===== config.mk =====
export PLATFORM = sky130hd
export DESIGN_NAME = wb_burst_reader
export DESIGN_NICKNAME = d
export VERILOG_FILES = /design/src/rtl/wb_burst_reader.sv
export SDC_FILE = /design/constraint.sdc
export NUM_CORES = 1
export LEC_CHECK = 0
export ABC_AREA = 1
export BUFFER_PORTS_ARGS = -buffer_cell sky130_fd_sc_hd__buf_4
export CORE_UTILIZATION = 28
export CTS_CLUSTER_DIAMETER = 80
export DETAILED_ROUTE_END_ITERATION = 8
export PLACE_DENSITY_LB_ADDON = 0.2
export SYNTH_ARGS = -nofsm -noshare
export SYNTH_HDL_FRONTEND = slang
export SYNTH_SLANG_ARGS = --single-unit

===== constraint.sdc =====
create_clock -name clk -period 4.06 [get_ports clk]
set_input_delay 0.406 -clock clk [delete_from_list [all_inputs] [get_ports clk]]
set_output_delay 0.406 -clock clk [all_outputs]
set_load 0.1 [all_outputs]

===== src/rtl/wb_burst_reader.sv =====
// Wishbone B4 burst read master. Fetches word_count consecutive 32-bit words
// from base_addr using incrementing bursts and streams them out through a
// first-word-fall-through FIFO. Strobe is throttled so the FIFO never overflows.
module wb_burst_reader #(
    parameter int ADR_W   = 32,
    parameter int CNT_W   = 16,
    parameter int FIFO_AW = 4
) (
    input  logic             clk,
    input  logic             rst_n,
    input  logic             start,
    input  logic [ADR_W-1:0] base_addr,
    input  logic [CNT_W-1:0] word_count,
    output logic             busy,
    output logic             done,
    output logic             error,
    output logic [31:0]      dout,
    output logic             dout_valid,
    input  logic             dout_ready,
    output logic             wb_cyc,
    output logic             wb_stb,
    output logic             wb_we,
    output logic [3:0]       wb_sel,
    output logic [ADR_W-1:0] wb_adr,
    output logic [2:0]       wb_cti,
    output logic [1:0]       wb_bte,
    input  logic [31:0]      wb_dat_sm,
    input  logic             wb_ack,
    input  logic             wb_err
);

    localparam int DEPTH = 1 << FIFO_AW;
    localparam logic [FIFO_AW:0] LVL_ONE  = (FIFO_AW+1)'(1);
    localparam logic [FIFO_AW:0] LVL_HIGH = (FIFO_AW+1)'(DEPTH - 2);

    typedef enum logic [1:0] {IDLE, BURST, FINISH} state_t;

    state_t             state, state_next;
    logic [ADR_W-1:0]   addr, addr_next;
    logic [CNT_W-1:0]   remaining, remaining_next;
    logic               stb_q, stb_next;
    logic               error_q, error_next;
    logic               zero_done, zero_done_next;

    logic [31:0]        mem [DEPTH];
    logic [FIFO_AW-1:0] wr_ptr, rd_ptr;
    logic [FIFO_AW:0]   level, level_next;

    logic accept, beat_ok, beat_err, push, pop, last_beat;
    logic unused_bits;

    // Byte-lane bits of the base address are discarded (word aligned).
    assign unused_bits = &{1'b0, base_addr[1:0]};

    // A start in FINISH is accepted too, since busy is already low there.
    assign accept    = start && (state != BURST);
    assign beat_ok   = (state == BURST) && stb_q && wb_ack && !wb_err;
    assign beat_err  = (state == BURST) && stb_q && wb_err;
    assign push      = beat_ok;
    assign pop       = dout_valid && dout_ready;
    assign last_beat = (remaining == CNT_W'(1));

    // Next-state, address/count update and strobe throttling.
    always_comb begin
        state_next     = state;
        addr_next      = addr;
        remaining_next = remaining;
        error_next     = error_q;
        zero_done_next = 1'b0;
        level_next     = level;

        if (push && !pop) begin
            level_next = level + LVL_ONE;
        end else if (!push && pop) begin
            level_next = level - LVL_ONE;
        end

        case (state)
            IDLE, FINISH: begin
                state_next = IDLE;
                if (accept) begin
                    error_next = 1'b0;
                    if (word_count == '0) begin
                        zero_done_next = 1'b1;
                    end else begin
                        addr_next      = {base_addr[ADR_W-1:2], 2'b00};
                        remaining_next = word_count;
                        state_next     = BURST;
                    end
                end
            end
            BURST: begin
                if (beat_err) begin
                    error_next = 1'b1;
                    state_next = FINISH;
                end else if (beat_ok) begin
                    addr_next = addr + ADR_W'(4);
                    if (remaining != '0) begin
                        remaining_next = remaining - CNT_W'(1);
                    end
                    if (last_beat) begin
                        state_next = FINISH;
                    end
                end
            end
            default: state_next = IDLE;
        endcase

        // Registered strobe: only request a beat when the FIFO is sure to
        // have room for it after this cycle's push/pop.
        stb_next = (state_next == BURST) && (level_next <= LVL_HIGH);
    end

    // Control and address registers.
    always_ff @(posedge clk or negedge rst_n) begin
        if (!rst_n) begin
            state     <= IDLE;
            addr      <= '0;
            remaining <= '0;
            stb_q     <= 1'b0;
            error_q   <= 1'b0;
            zero_done <= 1'b0;
        end else begin
            state     <= state_next;
            addr      <= addr_next;
            remaining <= remaining_next;
            stb_q     <= stb_next;
            error_q   <= error_next;
            zero_done <= zero_done_next;
        end
    end

    // FIFO pointers and fill level.
    always_ff @(posedge clk or negedge rst_n) begin
        if (!rst_n) begin
            wr_ptr <= '0;
            rd_ptr <= '0;
            level  <= '0;
        end else begin
            if (push) wr_ptr <= wr_ptr + FIFO_AW'(1);
            if (pop)  rd_ptr <= rd_ptr + FIFO_AW'(1);
            level <= level_next;
        end
    end

    // FIFO storage, no reset needed.
    always_ff @(posedge clk) begin
        if (push) mem[wr_ptr] <= wb_dat_sm;
    end

    assign busy       = (state == BURST);
    assign done       = (state == FINISH) || zero_done;
    assign error      = error_q;
    assign dout       = mem[rd_ptr];
    assign dout_valid = (level != '0);
    assign wb_cyc     = (state == BURST);
    assign wb_stb     = stb_q;
    assign wb_we      = 1'b0;
    assign wb_sel     = 4'hF;
    assign wb_adr     = addr;
    assign wb_cti     = (state == BURST) ? (last_beat ? 3'b111 : 3'b010) : 3'b000;
    assign wb_bte     = 2'b00;

endmodule


# Yosys cells after proc, flatten, opt, wreduce, memory -nomap -nowiden
# Memory sizes are Yosys's and may differ from the RTL's.
# Cells that the tools add are included.
[word_totals]
regBits = 66
ram_bits = 512
inputBits = 86
out_inout_bits = 80
wordCells = 79
n_memories = 1
[mem_list]
columns = ["name", "depth", "width", "read_ports", "rd_clocked_by_memory_dff", "write_ports", "line_no", "rtl"]
rows = [
  ["mem", 16, 32, 1, 0, 1, "45", "logic [31:0] mem [DEPTH];"],
]
[classes]
add_sub_neg = 6
n_lt_le_gt_ge = 1
n_eq_ne = 11
muxes = 29
n_reduce_logical = 22
[op_table]
columns = ["op", "count"]
rows = [
  ["2-to-1 mux 32 bit", 4],
  ["2-to-1 mux 16 bit", 5],
  ["one-hot mux 32 bit (2 select lines)", 1],
  ["adder 32 x 3 -> 32 bit (second input constant)", 1],
  ["one-hot mux 16 bit (2 select lines)", 1],
  ["equality test 16 x 1 -> 1 bit (second input constant)", 1],
  ["zero test 16 bit", 1],
  ["nonzero test 16 bit", 1],
  ["subtractor 16 x 1 -> 16 bit (second input constant)", 1],
  ["2-to-1 mux 5 bit", 2],
  ["logical AND 1 bit", 9],
  ["2-to-1 mux 1 bit", 9],
  ["adder 4 x 1 -> 4 bit (second input constant)", 2],
  ["!= test 2 x 1 -> 1 bit (second input constant)", 4],
  ["2-to-1 mux 2 bit", 3],
  ["2-to-1 mux 3 bit", 2],
  ["!= test 2 bit (second input constant)", 3],
  ["AND reduction 6 bit", 1],
  ["adder 5 x 1 -> 5 bit (second input constant)", 1],
  ["<= comparator 5 x 4 -> 1 bit (second input constant)", 1],
  ["AND reduction 5 bit", 1],
  ["nonzero test 5 bit", 1],
  ["subtractor 5 x 1 -> 5 bit (second input constant)", 1],
  ["equality test 2 x 1 -> 1 bit (second input constant)", 2],
  ["other kinds (9)", 11],
]

# Depth between registers and ports, before layout
[depth]
word_depth = 10
ltp_mapped = 12
mapped_depth_nobuf = 12

# Worst setup path after synthesis
# OpenSTA, ideal clock, no wires.
[synth_timing]
path_kind = "register -> output"
start = "register state[0]"
end = "output wb_cti[2]"
arrival_time_ns = 4.598
required_time_ns = 3.654
path_slack_ns = -0.944
stages_incl_launch_ff = 8
path_buffers = 3
path_cell_list = "dfrtp_1 -> inv_2 -> nor2_4 -> buf_6 -> inv_2 -> clkbuf_1 -> nor4_1 -> buf_4"
[synth_via]
elab_chain_len = 2
[synth_lines]
columns = ["item", "line_no", "rtl"]
rows = [
  ["from (decl)", "38", "state_t state, state_next;"],
  ["from (signal assigned)", "124", "state <= state_next;"],
  ["equality test 2 x 1 -> 1 bit", "161", "assign wb_cti = (state == BURST) ? (last_beat ? 3'b111 : 3'b010) : 3'b000;"],
  ["2-to-1 mux 3 bit", "161", ""],
  ["to (decl)", "25", "output logic [2:0] wb_cti,"],
]
# No other way between the ends.

# Worst setup path in the final report
[layout_timing]
start = "register rd_ptr[1]"
end = "output dout[20]"
[layout_via]
elab_chain_len = 1
[layout_lines]
columns = ["item", "line_no", "rtl"]
rows = [
  ["from (decl)", "46", "logic [FIFO_AW-1:0] wr_ptr, rd_ptr;"],
  ["from (signal assigned)", "141", "if (pop) rd_ptr <= rd_ptr + FIFO_AW'(1);"],
  ["memory (16 x 32 bit)", "n/a", ""],
  ["to (decl)", "17", "output logic [31:0] dout,"],
]
# No other way between the ends.

==> impl_metrics.csv <==
group,metric,value,unit
critical_path,required,3.65,ns
critical_path,critPathKind,"reg2out",
sta,fin_skew,0.0186,ns
route,vias_per_cell,4.84,
power,pwr-share-seq,31.4,%
global_route,antenna_found_initial,2,
power,finalPower,23.9,mW
clock_tree,insertion_delay,0.59,ns
sta,max_freq,0.279,GHz
floorplanning,die_h,297,µm
clock_tree,clock-sinks,576,
route,drt_iter0_markers,1153,
final_layout,final_core_util,33.9,%
yosys,syn_area,24300,µm²
route,drtAntennaViolNets,0,
final_layout,areaGrowthSynthToFinish,19.2,%
floorplanning,dieArea,88100,µm²
placed_design,dp.cells,3131,
power,switching_share,46.1,%
sta,rsz0062_at_grt,"no",
hold_path,min_path_type,"in2reg",
yosys,synth-main-ff-cell,"edfxtp_1",
global_route,grt-ovfl-total,0,
sta,hold_viol_final,0,
sta,maxSlewHeadroom,27.0,%
sta,timing.final.max_slew_violations,0,
power,internal-power,12.9,mW
yosys,ys_ff_latch,576,
yosys,synth_cells,1912,
critical_path,reg2reg_depth,5,
floorplanning,start_util,28.4,%
clock_tree,path_clk_slew,0.06,ns
final_layout,n_fill_cell,8395,
clock_tree,clk_path_buf_depth,3,
floorplanning,fp.dieW,297,µm
critical_path,start_kind,"flop",
clock_tree,htreeDepth,3,
global_route,grt_pass1_vias,15600,
yosys,synth-async-reset-ratio,11.1,%
sta,worst_slew_pin_slew,1.10,ns
floorplanning,fp.coreArea,85500,µm²
sta,tns,0,ns
status,status,"completed",
floorplanning,rows,107,
sta,fin_crit,3.59,ns
power,p_leak,10.1,nW
final_layout,drive_above_1_share,15.9,%
clock_tree,cts_tree,"done",
placed_design,hpwl,37600,µm
final_layout,fin_cells,3256,
global_route,grt_usage,14.8,%
power,peakVddDrop,0.906,mV
yosys,synthDistinctLibCells,44,
yosys,synth_edf_count,512,
route,wl,65800,µm
route,vias,15800,
global_route,grt_max_degree,100,
clock_tree,cts_setup_buffers,0,
floorplanning,io_pins,166,
clock_tree,cts_buffers,68,
yosys,ys_seq_area_share,69.8,%
critical_path,path_max_fanout,92,
global_route,grt_pass1_wl,99200,µm
final_layout,antenna_cells,0,
power,clkPwrFrac,24.4,%
power,power.density,823,nW/µm²
yosys,yosysWarnings,0,
route,avgRoutedWirePerCell,20.2,µm
clock_tree,root_buffer,"clkbuf_16",
final_layout,nets,2155,
hold_path,holdPathStages,3,
placed_design,io_buffers,154,
sta,period_share,88.4,%
critical_path,worstPathArrival,3.18,ns
yosys,synth_area_per_cell,12.7,µm²
route,drc_errors,0,
power,p_sw,11.0,mW
power,comb_power_share,44.2,%
sta,setup_violations,0,
route,drt_pass1_iterations,6,
run,cap_violations,0,
critical_path,cp-end-kind,"output port",
placed_design,gp_congestion,0.791,
-- area by class of cell --
| cell class | instances | area (µm²) | area share [%] |
|---|---|---|---|
| inverters | 67 | 256 | 0.884 |
| multi-input cells | 1147 | 6570 | 22.6 |
| flip-flops and latches | 576 | 17000 | 58.6 |
| clock inverters | 40 | 330 | 1.14 |
| well taps | 1144 | 1430 | 4.94 |
| repair buffers | 198 | 1630 | 5.61 |
| clock buffers | 84 | 1800 | 6.22 |
-- worst max-delay path, cell delays in order, from the launching register on --
cell	delay [ns]
dfrtp_4	1.11
buf_12	0.37
o21ai_0	0.15
o221ai_1	0.24
o211ai_1	0.12
nand2_1	0.19
buf_4	0.32
-- power by group through the flow --
| stage | registers [mW] | clock network, mW | logic [mW] |
|---|---|---|---|
| 6_report | 7.49 | 5.83 | 10.6 |
| 5_1_grt | 7.56 | 6.24 | 11.3 |
| 4_1_cts | 7.49 | 6.00 | 10.7 |
| 3_5_place_dp | 7.61 | 0 | 10.7 |
| 2_1_floorplan | 8.40 | 0 | 7.13 |
| 3_3_place_gp | 7.59 | 0 | 10.6 |
-- cell usage in the layout, fill, tap and decap left out, types with 3 or more instances in the layout --
cell / Yosys / routed
nand4_1: 12 / 12
a22oi_1: 5 / 5
conb_1: 2 / 9
a31oi_1: 3 / 3
o21ai_0: 178 / 178
inv_1: 58 / 58
clkbuf_1: 62 / 14
nand3_1: 72 / 72
nand2_1: 192 / 192
dfrtp_1: 64 / 60
xnor2_1: 4 / 4
inv_6: 0 / 3
nor2_1: 300 / 285
clkbuf_16: 0 / 70
o221ai_1: 90 / 90
nor3b_1: 3 / 3
buf_4: 18 / 186
nand3b_1: 3 / 3
nor2_4: 2 / 17
clkinv_1: 2 / 14
a21oi_1: 20 / 20
o32ai_1: 39 / 39
edfxtp_1: 512 / 512
buf_12: 0 / 11
mux2i_1: 90 / 90
clkinv_2: 0 / 13
inv_2: 7 / 8
o22ai_1: 9 / 9
o211ai_1: 43 / 43
ha_1: 11 / 11
o21ai_1: 17 / 17
xor2_1: 13 / 13
clkinvlp_4: 0 / 4
nor3_1: 14 / 13
bufinv_16: 0 / 4
-- timing repair --
action,in CTS,in global routing
hold buffers,1,0
endpoints found under the hold margin,64,0
resized for setup,0,0
-- flip-flops by register name (all words and copies together) (netlist names) --
name	count
wb_stb	1
wb_adr	30
zero_done	1
wr_ptr	4
error	1
remaining	16
mem	512
level	5
state	2
rd_ptr	4
-- layer usage --
| metal | share of wire [%] | track usage [%] | vias up |
|---|---|---|---|
| met5 | 0.040 | 0 | - |
| met4 | 1.5 | 3.84 | 4 |
| met2 | 47 | 24.0 | 343 |
| met1 | 46 | 20.1 | 7929 |
| met3 | 4.6 | 2.75 | 68 |
| li1 | - | - | 7408 |
-- stage by stage --
step / setup slack, ns / cell area, µm² / hold WS (ns)
6_report: 0.470 / 29000 / 0.0756
5_1_grt: 0.249 / 29000 / 0.0676
4_1_cts: 0.402 / 29000 / 0.0367
3_5_place_dp: 0.815 / 26900 / 0.510
3_3_place_gp: 0.823 / 26900 / 0.497
2_1_floorplan: 0.356 / 24400 / 0.110
-- worst paths after layout --
kind	from	end	slack (ns)
setup / recovery	rd_ptr[1]	dout[20]	0.47
hold / removal	base_addr[30]	wb_adr[30]	0.08
setup reg to reg	wb_stb	mem[3][13]	0.89
hold reg to reg	remaining[15]	remaining[15]	0.53
max in group asynchronous	rst_n	rd_ptr[1]	2.91
min in group asynchronous	rst_n	wb_stb	0.47
-- cell families (layout without fill, tap and decap cells) --
| family | Yosys count | in the layout | synth area share, % |
|---|---|---|---|
| AOI/OAI and AO/OA | 407 | 407 | 10.9 |
| xor gates and xnor gates | 17 | 17 | 0.612 |
| adders and majority gates | 11 | 11 | 0.566 |
| buffers and inverters | 196 | 389 | 3.88 |
| DFF | 576 | 576 | 69.8 |
| muxes | 90 | 90 | 3.70 |
| other | 2 | 9 | 0.0309 |
| and+or+nand+nor | 613 | 613 | 10.5 |
-- synthesized netlist by cell type, types with 5 or more instances --
library cell  number  area, µm²
nor3_1            14       70.1
o221ai_1          90        788
a22oi_1            5       37.5
buf_2             33        165
edfxtp_1         512      15400
nor2_1           300       1130
nand4_1           12       75.1
inv_2              7       26.3
ha_1              11        138
buf_4             18        135
o32ai_1           39        342
o21ai_1           17       85.1
nand3_1           72        360
clkbuf_1          62        233
buf_6             13        146
mux2i_1           90        901
o22ai_1            9       56.3
a21oi_1           20        100
o21ai_0          178        891
dfrtp_1           64       1600
xor2_1            13        114
nand2_1          192        721
inv_1             58        218
o211ai_1          43        323
(Power assumes the default switching activity.)
